## config.mk

```make
export PLATFORM = sky130hd
export DESIGN_NAME = counter_arbiter
export DESIGN_NICKNAME = d
export VERILOG_FILES = /design/src/rtl/counter_arbiter.sv
export SDC_FILE = /design/constraint.sdc
export NUM_CORES = 1
export LEC_CHECK = 0
export CELL_PAD_IN_SITES_DETAIL_PLACEMENT = 0
export CELL_PAD_IN_SITES_GLOBAL_PLACEMENT = 1
export CORE_MARGIN = 5
export CORE_UTILIZATION = 45
export CTS_BUF_LIST = sky130_fd_sc_hd__clkbuf_8
export DETAILED_ROUTE_END_ITERATION = 8
export DONT_BUFFER_PORTS = 1
export GPL_TIMING_DRIVEN = 0
export PLACE_DENSITY = 0.89
export SLEW_MARGIN = 20
export SYNTH_ARGS = -nofsm -noshare
export SYNTH_HDL_FRONTEND = slang
export SYNTH_SLANG_ARGS = --single-unit
export TNS_END_PERCENT = 100
```

## constraint.sdc

```tcl
create_clock -name clk -period 4.9 [get_ports clk]
set_input_delay 0.98 -clock clk [delete_from_list [all_inputs] [get_ports clk]]
set_output_delay 0.98 -clock clk [all_outputs]
set_load 0.05 [all_outputs]
```

## src/rtl/counter_arbiter.sv

```systemverilog
// -----------------------------------------------------------------------------
// counter_arbiter
//
// Lets N requesters share one up/down counter. A round-robin arbiter picks one
// valid request per IDLE cycle and checks it against the counter's current
// value. A legal op is driven onto the counter control for exactly one cycle
// (ISSUE state). An illegal op is acknowledged with req_err and leaves the
// counter untouched.
//
// Optional build macro: COUNTER_ARB_PRIO_EN
//   defined   : requester 0 has fixed top priority. Its grants do not move the
//               round-robin pointer.
//   undefined : pure round-robin over all N requesters.
//
// Parameters:
//   N     number of requesters (2..16)
//   W     counter width; must match the counter instance
//   LIMIT highest legal count; an INC at LIMIT is rejected
//
// Ports:
//   clk        in   rising-edge clock
//   rst        in   asynchronous active-low reset
//   req_valid  in   [N]     per-requester request valid
//   req_op     in   [2N]    per-requester op, slice [2i+1:2i]; 01=INC, 10=DEC
//   req_ready  out  [N]     one-hot accept strobe (combinational, IDLE only)
//   req_err    out  1       accept was a rejection (bound hit / illegal op)
//   count_in   in   [W]     current count from the counter instance
//   ctrl       out  [2]     counter control, registered
//   grant_id   out  [IDW]   index of the last accepted requester, registered
//   busy       out  1       high while in ISSUE
// -----------------------------------------------------------------------------
module counter_arbiter #(
  parameter int unsigned N = 4,
  parameter int unsigned W = 8,
  parameter logic [W-1:0] LIMIT = {W{1'b1}},
  localparam int unsigned IDW = $clog2(N)
) (
  input  logic           clk,
  input  logic           rst,
  input  logic [N-1:0]   req_valid,
  input  logic [2*N-1:0] req_op,
  output logic [N-1:0]   req_ready,
  output logic           req_err,
  input  logic [W-1:0]   count_in,
  output logic [1:0]     ctrl,
  output logic [IDW-1:0] grant_id,
  output logic           busy
);

  typedef enum logic [0:0] {
    IDLE  = 1'b0,
    ISSUE = 1'b1
  } state_t;

  state_t         state_r, state_nxt_s;
  logic [IDW-1:0] ptr_r, ptr_nxt_s;
  logic [1:0]     ctrl_r, ctrl_nxt_s;
  logic [IDW-1:0] grant_id_r, grant_id_nxt_s;
  logic           busy_r, busy_nxt_s;

  logic           found_s;
  logic           prio_hit_s;
  logic [IDW-1:0] grant_s;
  logic [1:0]     op_s;
  logic           legal_s;

  // INC needs headroom below LIMIT, DEC needs a non-zero count, and any other
  // encoding is rejected outright.
  function automatic logic op_legal(input logic [1:0] op, input logic [W-1:0] cnt);
    case (op)
      2'b01:   return (cnt != LIMIT);
      2'b10:   return (cnt != {W{1'b0}});
      default: return 1'b0;
    endcase
  endfunction

  // Winner selection. The first pass looks strictly above the pointer and the
  // second pass wraps to the indices at or below it. This gives a search order
  // of pointer+1 upward with wrap-around.
  always_comb begin
    found_s    = 1'b0;
    prio_hit_s = 1'b0;
    grant_s    = {IDW{1'b0}};
`ifdef COUNTER_ARB_PRIO_EN
    if (req_valid[0]) begin
      found_s    = 1'b1;
      prio_hit_s = 1'b1;
      grant_s    = {IDW{1'b0}};
    end else begin
      found_s    = 1'b0;
    end
`endif
    for (int j = 0; j < int'(N); j++) begin
      if (!found_s && req_valid[j] && (j > int'(ptr_r))) begin
        found_s = 1'b1;
        grant_s = IDW'(j);
      end else begin
        found_s = found_s;
      end
    end
    for (int j = 0; j < int'(N); j++) begin
      if (!found_s && req_valid[j] && (j <= int'(ptr_r))) begin
        found_s = 1'b1;
        grant_s = IDW'(j);
      end else begin
        found_s = found_s;
      end
    end
  end

  assign op_s    = req_op[{grant_s, 1'b0} +: 2];
  assign legal_s = op_legal(op_s, count_in);

  // Next-state and handshake logic. The check in IDLE always sees a settled
  // count_in, because the counter updates at the end of ISSUE.
  always_comb begin
    state_nxt_s    = state_r;
    ptr_nxt_s      = ptr_r;
    ctrl_nxt_s     = 2'b00;
    grant_id_nxt_s = grant_id_r;
    busy_nxt_s     = 1'b0;
    req_ready      = {N{1'b0}};
    req_err        = 1'b0;
    case (state_r)
      IDLE: begin
        if (found_s) begin
          req_ready      = {{(N-1){1'b0}}, 1'b1} << grant_s;
          grant_id_nxt_s = grant_s;
          // A fixed-priority win leaves the rotation of the others unchanged.
          if (prio_hit_s) begin
            ptr_nxt_s = ptr_r;
          end else begin
            ptr_nxt_s = grant_s;
          end
          if (legal_s) begin
            ctrl_nxt_s  = op_s;
            busy_nxt_s  = 1'b1;
            state_nxt_s = ISSUE;
          end else begin
            req_err     = 1'b1;
            state_nxt_s = IDLE;
          end
        end else begin
          state_nxt_s = IDLE;
        end
      end
      ISSUE: begin
        state_nxt_s = IDLE;
      end
      default: begin
        state_nxt_s = IDLE;
      end
    endcase
  end

  // State and output registers. Reset clears ctrl at once, so a mid-ISSUE
  // reset cannot leave a partial op on the counter.
  always_ff @(posedge clk or negedge rst) begin
    if (!rst) begin
      state_r    <= IDLE;
      ptr_r      <= IDW'(N - 1);
      ctrl_r     <= 2'b00;
      grant_id_r <= {IDW{1'b0}};
      busy_r     <= 1'b0;
    end else begin
      state_r    <= state_nxt_s;
      ptr_r      <= ptr_nxt_s;
      ctrl_r     <= ctrl_nxt_s;
      grant_id_r <= grant_id_nxt_s;
      busy_r     <= busy_nxt_s;
    end
  end

  assign ctrl     = ctrl_r;
  assign grant_id = grant_id_r;
  assign busy     = busy_r;

endmodule
```

; After elaboration in Yosys (flattened, before gate mapping)
; Cells that the tools add are included.
[classes]
shift = 2
mux = 27
order_cmp = 6
reduce_logical = 20
eq_ne = 3
bitwise_logic = 1
[ops]
columns = op, n
row1 = $mux W2, 9
row2 = $mux W1, 14
row3 = $logic_and A1 B1 Y1, 12
row4 = $mux W4, 2
row5 = $ne A8 B8 Y1 const B, 1
row6 = $reduce_bool A8 Y1, 1
row7 = $shiftx A8 B4 Y2, 1
row8 = $logic_not A1 Y1, 6
row9 = $gt A2 B2 Y1 const A, 2
row10 = $le A2 B2 Y1 const A, 2
row11 = $pmux W1 S2, 2
row12 = $shl A1 B2 Y4 const A, 1
row13 = $eq A2 B1 Y1 const B, 1
row14 = $eq A2 B2 Y1 const B, 1
row15 = $gt A1 B2 Y1 const A, 1
row16 = $le A1 B2 Y1 const A, 1
row17 = $reduce_and A2 Y1, 1
row18 = $not A1 Y1, 1
[totals]
regBits = 8
elab_cells = 64
output_inout_bits = 10
input_bits = 22

; Depth between registers and ports, before layout
[depth]
word_depth = 32
mapped_depth = 9
ltp_nobuf = 8

; Least setup slack after synthesis
; Ideal clock, no wire load.
[synth_path]
path_type = input to output
startpoint = input port req_valid[2]
endpoint = output port req_err
required_ps = 3920
n_path_buf = 1
arrival_ps = 2923
stages = 9
setup_slack_ps = 997
path_cell_list = buf_4 > o21bai_4 > a311oi_2 > nor2_2 > or3_1 > ha_1 > o21ai_0 > a21oi_1 > nor2_1
[synth_between]
elab_chain_len = 28
elab_cells_between_ends = 35
cone_classes = eq/ne (2) / shift (1) / mux (16) / reduce/logical (16)
[synth_rtl]
columns = item, line_no
row1 = from (decl), 40  ; input logic [N-1:0] req_valid,
row2 = $logic_and A1 B1 Y1 (2 in a row), 94  ; if (!found_s && req_valid[j] && (j > int'(ptr_r))) begin
row3 = $mux W1, 94
row4 = $logic_not A1 Y1, 94
row5 = $logic_and A1 B1 Y1 (2 in a row), 94
row6 = $mux W1, 94
row7 = $logic_not A1 Y1, 102  ; if (!found_s && req_valid[j] && (j <= int'(ptr_r))) begin
row8 = $logic_and A1 B1 Y1, 102
row9 = $mux W1, 102
row10 = [9 not listed], n/a
row11 = $logic_and A1 B1 Y1 (2 in a row), 102
row12 = $mux W2, 102
row13 = $shiftx A8 B4 Y2, 111  ; assign op_s = req_op[{grant_s, 1'b0} +: 2];
row14 = $eq A2 B2 Y1 / $eq A2 B1 Y1 (equally long branches), 70  ; case (op)
row15 = $pmux W1 S2, 70
row16 = $mux W1, 135  ; if (legal_s) begin
row17 = $mux W1 *, 126  ; if (found_s) begin
row18 = $mux W1 *, 124  ; case (state_r)
row19 = to (decl), 43  ; output logic req_err,
; Every way passes the cells marked *; elsewhere a longest branch is shown, timed or not.

; Final worst setup path
; Same ends and word-level chain as after synthesis.

==> flow_summary.toml <==
[synth]
synthFlopType = "dfrtp_1"
synth_cell_types = 40
synth_fa_ha_area_frac = 0.03745
syn_inst = 78
yosysTopAreaCellShare = 0.1873
synth-edff-count = 0
synth_seq_area_share = 0.2659
synth_nets = 102
avgSynthCellArea_um2 = 8.566
synth_mux_area_frac = 0.01685
synth_seq_cells = 7
yosys.area_share.xor_xnor = 0
yosys.cell_count.top_type = "nor2_1"
synth-compound-area-share = 0.3652
synth_area_leader_cell = "dfrtp_1"
synth_area_leaders = "dfrtp_1 (19%), dfstp_2 (7.9%), a21o_1 (5.6%), a21oi_1 (3.7%), ha_1 (3.7%)"
synth_simple_gate_area_frac = 0.2453
syn_area_um2 = 668.1
yosysWarnings = 0
synth_top_family_by_area = "compound AO/OA/AOI/OAI gates"
async_reset_ff_frac = 1.000
synth_common_cells = "nor2_1 (6), a21o_1 (5), a21oi_1 (5), dfrtp_1 (5)"

[detailed_routing]
via_count = 603
viasPerCell = 6.153
wl_um = 1511
drtIter0Drc = 2
drt.antenna.violating_nets = 0
route.detailed.drc = 0
wl_per_cell_um = 15.42
first_pass_iters = 3

[layout]
final_cells = 98
fin_nets = 107
syn_to_final_growth_pct = 9.738
final_layout_size_suffix_gt1_frac = 0.1829
diodes = 0

[cts]
cts_tree = "yes"
cts_setup_buffers = 0
cts_inserted_buffers = 3
hold_buffers = 0
clk_latency_ns = 0.22
clock-sinks = 7
cts_max_path_buffers = 2
post_cts_resized = 0
cts_max_level = 1
clkTransAtPathRegs_ns = 0.04
cts_root_buf = "clkbuf_8"

[critical_path]
required_ns = 3.92
critical_path_class = "input pin to output port"
cp_max_fo = 9
endpoint_kind = "output port"
worstPathArrival_ns = 3.10
startpoint_type = "input pin"

[floorplanning]
fp.dieH_um = 48.53
dieWidth_um = 48.53
core-area_mm2 = 0.001454
die_area_mm2 = 0.002355
num_io_pins = 32
rows = 14
start_util = 0.4596

[hold_path]
hp-class = "input pin to async pin"

[power_and_ir_drop]
powerDensity_mw_per_mm2 = 709.0
max-vdd-ir-drop_uv = 330.2
p_leak_nw = 0.3265

[timing]
final-setup-viol-count = 0
skew_ns = 0.0003942
holdWs_ns = 0.4506
tightest_slew_ns = 0.8805
max_freq_ghz = 0.2452
slew_viol_final = 0
fin_crit_ns = 4.079
maxSlewHeadroom = 0.4108
fin_crit_sh = 0.8324
hold_violations = 0
tns_ns = 0
rsz0062_at_grt = "false"

[global_route]
antenna_found_initial = 0
grt_max_degree = 11
grt-ovfl-total = 0
grtUsageTotal = 0.1228
grt_pass1_vias = 583
grt_pass1_wl_um = 2456

[job]
cap_viol_max_count = 0

[place]
dp_cells = 94
io_buffers = 0
dpl.hpwl_um = 1255
gp_congestion = 0.8180

[status]
status = "complete, no violations"
## cell type report
cell class	count	area, um^2
Clock buffer	3	41.29
Tap cell	16	20.02
Inverter	4	15.01
Clock inverter	1	3.754
Buffer	4	31.28
Fill cell	147	720.7
Multi-Input combinational cell	63	444.2
Sequential cell	7	177.7
## state kept, by name, summed over array words and instances (netlist names)
signal	count
busy	1
ctrl	2
grant_id	2
ptr_r	2
## worst max-delay path: stages
cell and delay (ns):
buf_4 0.15, o21bai_4 0.08, a311oi_2 0.39, nor2_2 0.08, or3_1 0.37, ha_1 0.18
o21ai_0 0.10, a21oi_1 0.10, nor2_1 0.67
## worst paths after layout
kind	cells past startpoint	to	from	slack, ns
setup / recovery	9	req_err	req_valid[2]	0.82
hold / removal	0	ctrl[0]	rst	0.45
setup reg to reg	8	ctrl[1]	ptr_r[1]	2.58
hold reg to reg	1	ptr_r[0]	ptr_r[0]	0.61
max in group asynchronous	0	ptr_r[1]	rst	4.28
min in group clk	1	ptr_r[0]	ptr_r[0]	0.61
## cells in the final DEF (no fill, tap or decap), drive strengths merged, types with 3 or more instances in the layout
| master | count |
|---|---|
| dfrtp | 5 |
| buf | 4 |
| inv | 5 |
| o21ai | 5 |
| nor2b | 3 |
| nor2 | 8 |
| clkbuf | 3 |
| a21oi | 5 |
| a21o | 5 |
## layer usage
layer	part of all wire	vias to the layer above	global-route usage
met2	0.49	17	0.2087
met1	0.42	286	0.1512
li1	-	298	-
met3	0.087	2	0.03681
met5	0	-	0
met4	0.0040	0	0.02691
## stage by stage
stage | instance area, um^2 | total power (W) | util | setup slack [ns]
2_1_floorplan | 668.1 | 0.0004035 | - | 0.9970
3_3_place_gp | 688.2 | 0.0004386 | 0.4733 | 0.8239
3_5_place_dp | 688.2 | 0.0004444 | 0.4733 | 0.8129
4_1_cts | 733.2 | 0.0005231 | 0.5043 | 0.8066
5_1_grt | 733.2 | 0.0005514 | 0.5043 | 0.6659
6_report | 733.2 | 0.0005198 | 0.5043 | 0.8214
## logic make-up after synthesis
logic type | after synthesis
AO/OA/AOI/OAI | 31
AND/OR/NAND/NOR | 29
buffers and inverters | 8
flip-flops | 7
adder cells (fa/ha/maj) | 2
multiplexers | 1
## report_power, final
group          switching, W  internal (W)  leakage (nW)
registers         0.0000891     0.0000901        0.0848
clock network     0.0000243     0.0000541        0.0269
logic              0.000171     0.0000916         0.215
total              0.000284      0.000236         0.326
Note: power is estimated with default switching activity, not from simulation.
